===== config.mk =====
export PLATFORM = sky130hd
export DESIGN_NAME = stall_ctrl
export DESIGN_NICKNAME = d
export VERILOG_FILES = /design/src/rtl/stall_pkg.sv /design/src/rtl/raw_match.sv /design/src/rtl/stall_ctrl.sv
export SDC_FILE = /design/constraint.sdc
export NUM_CORES = 1
export LEC_CHECK = 0
export ABC_CLOCK_PERIOD_IN_PS = 1800
export BUFFER_PORTS_ARGS = -buffer_cell sky130_fd_sc_hd__buf_2
export CORE_MARGIN = 1.5
export CORE_UTILIZATION = 40
export DETAILED_ROUTE_END_ITERATION = 12
export HOLD_SLACK_MARGIN = 0.03
export PLACE_DENSITY = 0.69
export REMOVE_ABC_BUFFERS = 1
export SLEW_MARGIN = 20
export SYNTH_ARGS = -nofsm -noshare
export SYNTH_HDL_FRONTEND = slang
export SYNTH_SLANG_ARGS = --single-unit

===== constraint.sdc =====
create_clock -name clk -period 1.8 [get_ports clk]
set_input_delay 0.27 -clock clk [delete_from_list [all_inputs] [get_ports clk]]
set_output_delay 0.27 -clock clk [all_outputs]
set_load 0.01 [all_outputs]

===== src/rtl/stall_pkg.sv =====
// Shared types for the pipeline stall/hazard controller.
package stall_pkg;

    typedef enum logic {
        IDLE    = 1'b0,
        BR_WAIT = 1'b1
    } br_state_t;

    typedef enum logic [1:0] {
        NONE   = 2'd0,
        MEM    = 2'd1,
        DATA   = 2'd2,
        BRANCH = 2'd3
    } stall_reason_t;

    // Branch shadow counter width; never narrower than one bit.
    function automatic int br_cnt_w(input int penalty);
        return (penalty < 2) ? 1 : $clog2(penalty + 1);
    endfunction

endpackage


===== src/rtl/raw_match.sv =====
// One source-vs-destination RAW comparator; register 0 never matches.
module raw_match #(
    parameter int RA_W = 5
) (
    input  logic [RA_W-1:0] src,
    input  logic            src_used,
    input  logic [RA_W-1:0] rd,
    input  logic            wr_en,
    output logic            match
);

    assign match = src_used & wr_en & (rd != '0) & (src == rd);

endmodule


===== src/rtl/stall_ctrl.sv =====
// Stall/hazard controller for the 5-stage core: RAW hazards, branch shadow, memory wait.
// Build option: define STALL_FORWARD_EN when the forwarding network is present (load-use only).
module stall_ctrl
    import stall_pkg::*;
#(
    parameter int RA_W       = 5,
    parameter int BR_PENALTY = 1,
    parameter int CNT_W      = 16
) (
    input  logic             clk,
    input  logic             rst,
    input  logic [RA_W-1:0]  ID_rs1,
    input  logic [RA_W-1:0]  ID_rs2,
    input  logic             ID_rs1_used,
    input  logic             ID_rs2_used,
    input  logic             ID_is_branch,
    input  logic [RA_W-1:0]  EX_rd,
    input  logic             EX_wr_en,
    input  logic             EX_is_load,
    input  logic [RA_W-1:0]  MEM_rd,
    input  logic             MEM_wr_en,
    input  logic             MEM_req,
    input  logic             MEM_ready,
    output logic             ST_if_id_en,
    output logic             ST_id_ex_en,
    output logic             ST_ex_mem_en,
    output logic             ST_mem_wb_en,
    output logic             ST_id_ex_bubble,
    output logic             ST_br_stall,
    output logic [CNT_W-1:0] ST_stall_cnt
);

    localparam int              BC_W    = br_cnt_w(BR_PENALTY);
    localparam bit              MULTI   = (BR_PENALTY > 1);
    localparam logic [BC_W-1:0] BR_LOAD = BC_W'(BR_PENALTY - 1);

    logic                  mem_wait;
    logic                  hazard;
    logic [1:0][RA_W-1:0]  id_src;
    logic [1:0]            id_used;
    logic [1:0]            ex_hit;

    assign mem_wait = MEM_req & ~MEM_ready;
    assign id_src   = {ID_rs2, ID_rs1};
    assign id_used  = {ID_rs2_used, ID_rs1_used};

    for (genvar i = 0; i < 2; i++) begin : g_ex
        raw_match #(.RA_W(RA_W)) u_ex (
            .src      (id_src[i]),
            .src_used (id_used[i]),
            .rd       (EX_rd),
            .wr_en    (EX_wr_en),
            .match    (ex_hit[i])
        );
    end

`ifdef STALL_FORWARD_EN
    // Forwarding covers everything except a load whose data is not back yet.
    logic unused_mem;
    assign unused_mem = ^{MEM_rd, MEM_wr_en};
    assign hazard     = EX_is_load & (|ex_hit);
`else
    logic [1:0] mem_hit;
    logic       unused_ld;
    assign unused_ld = EX_is_load;

    for (genvar i = 0; i < 2; i++) begin : g_mem
        raw_match #(.RA_W(RA_W)) u_mem (
            .src      (id_src[i]),
            .src_used (id_used[i]),
            .rd       (MEM_rd),
            .wr_en    (MEM_wr_en),
            .match    (mem_hit[i])
        );
    end

    assign hazard = (|ex_hit) | (|mem_hit);
`endif

    br_state_t       state, state_nxt;
    logic [BC_W-1:0] bcnt, bcnt_nxt;
    logic            br_take;
    logic            br_raw;
    logic            br_q;
    stall_reason_t   reason;

    always_comb begin
        state_nxt = state;
        bcnt_nxt  = bcnt;
        br_take   = 1'b0;
        case (state)
            IDLE: begin
                // A branch stuck behind a data hazard waits in ID until the hazard clears.
                if (ID_is_branch && !hazard && !mem_wait) begin
                    br_take = 1'b1;
                    if (MULTI) begin
                        state_nxt = BR_WAIT;
                        bcnt_nxt  = BR_LOAD;
                    end
                end
            end
            BR_WAIT: begin
                if (!mem_wait) begin
                    if (bcnt == BC_W'(1)) state_nxt = IDLE;
                    bcnt_nxt = bcnt - 1'b1;
                end
            end
            default: state_nxt = IDLE;
        endcase
    end

    assign br_raw = (state == BR_WAIT) | br_take;

    always_comb begin
        if (mem_wait)    reason = MEM;
        else if (hazard) reason = DATA;
        else if (br_raw) reason = BRANCH;
        else             reason = NONE;
    end

    always_comb begin
        ST_if_id_en     = 1'b0;
        ST_id_ex_en     = 1'b0;
        ST_ex_mem_en    = 1'b0;
        ST_mem_wb_en    = 1'b0;
        ST_id_ex_bubble = 1'b0;
        ST_br_stall     = 1'b0;
        // Outputs are forced low while reset is asserted, independent of the clock.
        if (rst) begin
            case (reason)
                MEM: begin
                    ST_br_stall = br_q;
                end
                DATA: begin
                    ST_id_ex_en     = 1'b1;
                    ST_ex_mem_en    = 1'b1;
                    ST_mem_wb_en    = 1'b1;
                    ST_id_ex_bubble = 1'b1;
                    ST_br_stall     = br_raw;
                end
                default: begin
                    ST_if_id_en  = 1'b1;
                    ST_id_ex_en  = 1'b1;
                    ST_ex_mem_en = 1'b1;
                    ST_mem_wb_en = 1'b1;
                    ST_br_stall  = br_raw;
                end
            endcase
        end
    end

    logic stall_any;
    assign stall_any = mem_wait | hazard | ST_br_stall;

    always_ff @(posedge clk or negedge rst) begin
        if (!rst) begin
            state        <= IDLE;
            bcnt         <= '0;
            br_q         <= 1'b0;
            ST_stall_cnt <= '0;
        end else begin
            state <= state_nxt;
            bcnt  <= bcnt_nxt;
            br_q  <= ST_br_stall;
            if (stall_any && !(&ST_stall_cnt))
                ST_stall_cnt <= ST_stall_cnt + 1'b1;
        end
    end

endmodule


==> impl_metrics.csv <==
group,metric,value,unit
status,status,"finished, violations left",
route,drtIter0Drc,93,
sta,max_slew.worst_pin.slew,0.841,ns
logic_synthesis,syn-cell-area,1220,um^2
floorplanning,die_h,58.1,um
layout,post-route-util,66.5,%
route,routed_wl,3710,um
sta,rsz0062_at_grt,"yes",
clock_network,cts.clk_slew.worst_paths,0.11,ns
global_route,grt_usage,23.2,%
worst_setup_path,critical_path.endpoint_type,"output port",
logic_synthesis,ys_types,31,
worst_setup_path,crit_arrival,1.72,ns
sta,fmax,0.502,GHz
logic_synthesis,synth-xor-area-share,23.8,%
sta,slew_headroom,43.8,%
worst_setup_path,worstReg2RegStart,"ST_stall_cnt[7]$_DFFE_PN0P_",
global_route,grt_pass1_wl,5860,um
global_route,grt-ovfl-total,0,
sta,hold_viol,0,
clock_network,ctsLongestPathBuffers,2,
clock_network,cts_buffers,3,
worst_setup_path,required,1.53,ns
clock_network,root_buffer,"clkbuf_4",
sta,fin_worst_skew,0.000687,ns
worst_setup_path,ff2ff_path_depth,6,
worst_setup_path,critPathKind,"primary input to output port",
global_route,antenna_found_initial,0,
logic_synthesis,muxShareOfSynthArea,3.09,%
status,violations,"design-rule violations, negative setup slack",
placed_design,post-dp-hpwl,2550,um
logic_synthesis,synth_top_family_by_area,"XOR/XNOR gates",
logic_synthesis,synth_fa_ha_area_share,1.03,%
sta,setup_viol,7,
power_and_ir_drop,pwr_density_cell,777,nW/um^2
sta,fin_crit,1.99,ns
power_and_ir_drop,p_leak,0.000906,uW
floorplanning,coreArea,2830,um^2
min_path,hold_start,"MEM_req",
sta,setup_slack,-0.192,ns
layout,finalNetCount,241,
min_path,holdPathStages,4,
floorplanning,dieArea,3380,um^2
logic_synthesis,synth-simple-area-share,23.1,%
sta,timing.final.max_slew_violations,0,
clock_network,cts_tree,"yes",
sta,period_share,111,%
floorplanning,initial_core_util,43.0,%
clock_network,htree_levels,1,
power_and_ir_drop,report.power.total,1460,uW
power_and_ir_drop,ir_drop,850,uV
worst_setup_path,r2r_slack,0.04,ns
logic_synthesis,synth_area_per_cell,9.65,um^2
logic_synthesis,ys_ff_latch,19,
floorplanning,num_io_pins,52,
placed_design,gp_congestion,0.867,
floorplanning,num_rows,19,
logic_synthesis,synth_cells,126,
logic_synthesis,synth_compound_gate_area_share,7.72,%
layout,num_antenna_cells,0,
worst_setup_path,path_max_fanout,3,
clock_network,cts_sinks,19,
worst_setup_path,reg2reg_to,"ST_stall_cnt[1]$_DFFE_PN0P_",
route,firstDrtPassIters,8,
logic_synthesis,yosysSeqAreaShare,39.1,%
layout,num-fill-cells,224,
floorplanning,die_w,58.1,um
route,route.detailed.drc,5,
worst_setup_path,start_kind,"primary input",
flow_run,maxCapViolCount,0,
route,drtAntennaViolNets,0,
layout,drive_gt1_share,48.8,%
clock_network,clkLatencyLatePin,0.30,ns
global_route,grt_pass1_vias,1291,
route,viasPerCell,5.35,
min_path,hold_class,"primary input to flip-flop",
route,wire_per_inst,15.4,um
route,vias,1285,
placed_design,io_buffers,50,
layout,synthToLayoutAreaGrowth,54.7,%
global_route,grt_start_max_net_pins,20,
logic_synthesis,yosys_warnings,0,
min_path,min_to,"state$_DFF_PN0_",
[cell type report]
cell class	count	area (um^2)	area share [%]
timing repair buffer	81	527	28.0
clock buffer	4	26.3	1.40
multi-input combinational	105	815	43.3
sequential	19	475	25.3
tap	31	38.8	2.06
[per-stage QoR]
stage | instances | hold slack, ns | setup slack, ns | instance area [um^2] | setup TNS, ns
6_report | 240 | 0.388 | -0.192 | 1880 | -0.685
5_1_grt | 240 | 0.414 | -0.242 | 1880 | -1.57
4_1_cts | 236 | 0.392 | -0.253 | 1760 | -0.704
3_5_place_dp | 227 | 0.284 | -0.432 | 1650 | -6.09
3_3_place_gp | 227 | 0.278 | -0.292 | 1650 | -3.81
2_1_floorplan | 123 | -0.0256 | -0.128 | 1190 | -0.240
[cells in the final DEF (no fill, tap or decap), drive strengths merged, types with 4 or more instances in the layout]
cell type and n:
nand4 9, a21oi 5, and2 5, xnor2 31, buf 80, clkbuf 4
o21ai 4, nand3 6, nand2 14, dfrtp 19, and3 4, nor2 6
[report_power, final]
| group | total (uW) | internal (uW) | switching, uW |
|---|---|---|---|
| logic | 694 | 366 | 329 |
| clock network | 220 | 86.4 | 134 |
| registers | 548 | 505 | 43.8 |
| total | 1460 | 957 | 506 |
[per-layer routing]
metal  wire length [um]  GRT usage (%)
met2               1970           41.4
met1               1450           26.7
met4                103           12.3
met5                  0              0
met3                186           3.13
[cell usage after synthesis]
master / count / area share [%]
nor3_1: 3 / 1.2
o21a_1: 1 / 0.62
a21boi_0: 1 / 0.62
xor2_1: 2 / 1.4
a31oi_1: 1 / 0.51
and3_1: 4 / 2.1
mux2_1: 1 / 0.93
o22ai_1: 2 / 1.0
o21ai_0: 4 / 1.6
and2_1: 4 / 2.1
a21oi_2: 1 / 0.72
and2_4: 1 / 0.72
nor4b_1: 1 / 0.72
nand3b_1: 1 / 0.62
ha_1: 1 / 1.0
and2b_1: 1 / 0.62
nor2_1: 5 / 1.5
xnor2_1: 31 / 22
dfrtp_1: 19 / 39
a32oi_2: 1 / 1.3
or4_1: 1 / 0.62
buf_6: 1 / 0.93
nand2b_1: 2 / 1.0
nand3_1: 6 / 2.5
mux2_4: 1 / 1.2
nand2_1: 14 / 4.3
mux2_2: 1 / 0.93
nand4_1: 9 / 4.6
a21oi_1: 3 / 1.2
nor2_2: 1 / 0.51
buf_4: 2 / 1.2
[state kept, by name, indices dropped and copies added, names as in the netlist]
| name | count |
|---|---|
| br_q | 1 |
| ST_stall_cnt | 16 |
| bcnt | 1 |
| state | 1 |
[cell families (layout without fill, tap and decap cells)]
group	count (synthesis)	in the layout
simple gates	53	53
xor+xnor	33	33
flops	19	19
compound gates	14	15
mux	3	3
buf+inv	3	85
fa+ha+maj	1	1
[how the worst max path moves through the flow]
stage,from,endpoint,slack [ns],depth (start not counted)
3_5_place_dp,EX_rd[3],ST_stall_cnt[1]$_DFFE_PN0P_,-0.43,8
5_1_grt,EX_rd[0],ST_id_ex_bubble,-0.24,7
3_3_place_gp,ID_rs2[1],ST_stall_cnt[1]$_DFFE_PN0P_,-0.29,8
4_1_cts,EX_rd[3],ST_id_ex_bubble,-0.25,7
2_1_floorplan,EX_rd[1],ST_stall_cnt[12]$_DFFE_PN0P_,-0.13,6
6_report,EX_rd[0],ST_id_ex_bubble,-0.19,7
[critical path: stages]
cell	delay, ns
buf_8	0.10
or4_4	0.51
o21a_1	0.19
a32oi_2	0.20
buf_4	0.16
and2b_1	0.18
buf_6	0.12
[repair_timing]
action | in CTS | in global routing
hold buffers | 1 | 0
endpoints found under the setup margin | 15 | 14
resized for setup | 8 | 18
hold endpoints to repair | 19 | 0
pin swaps | 5 | 18
buffers inserted | 3 | 5
gates cloned | 1 | 0
Power figures use the tool's default switching activity.
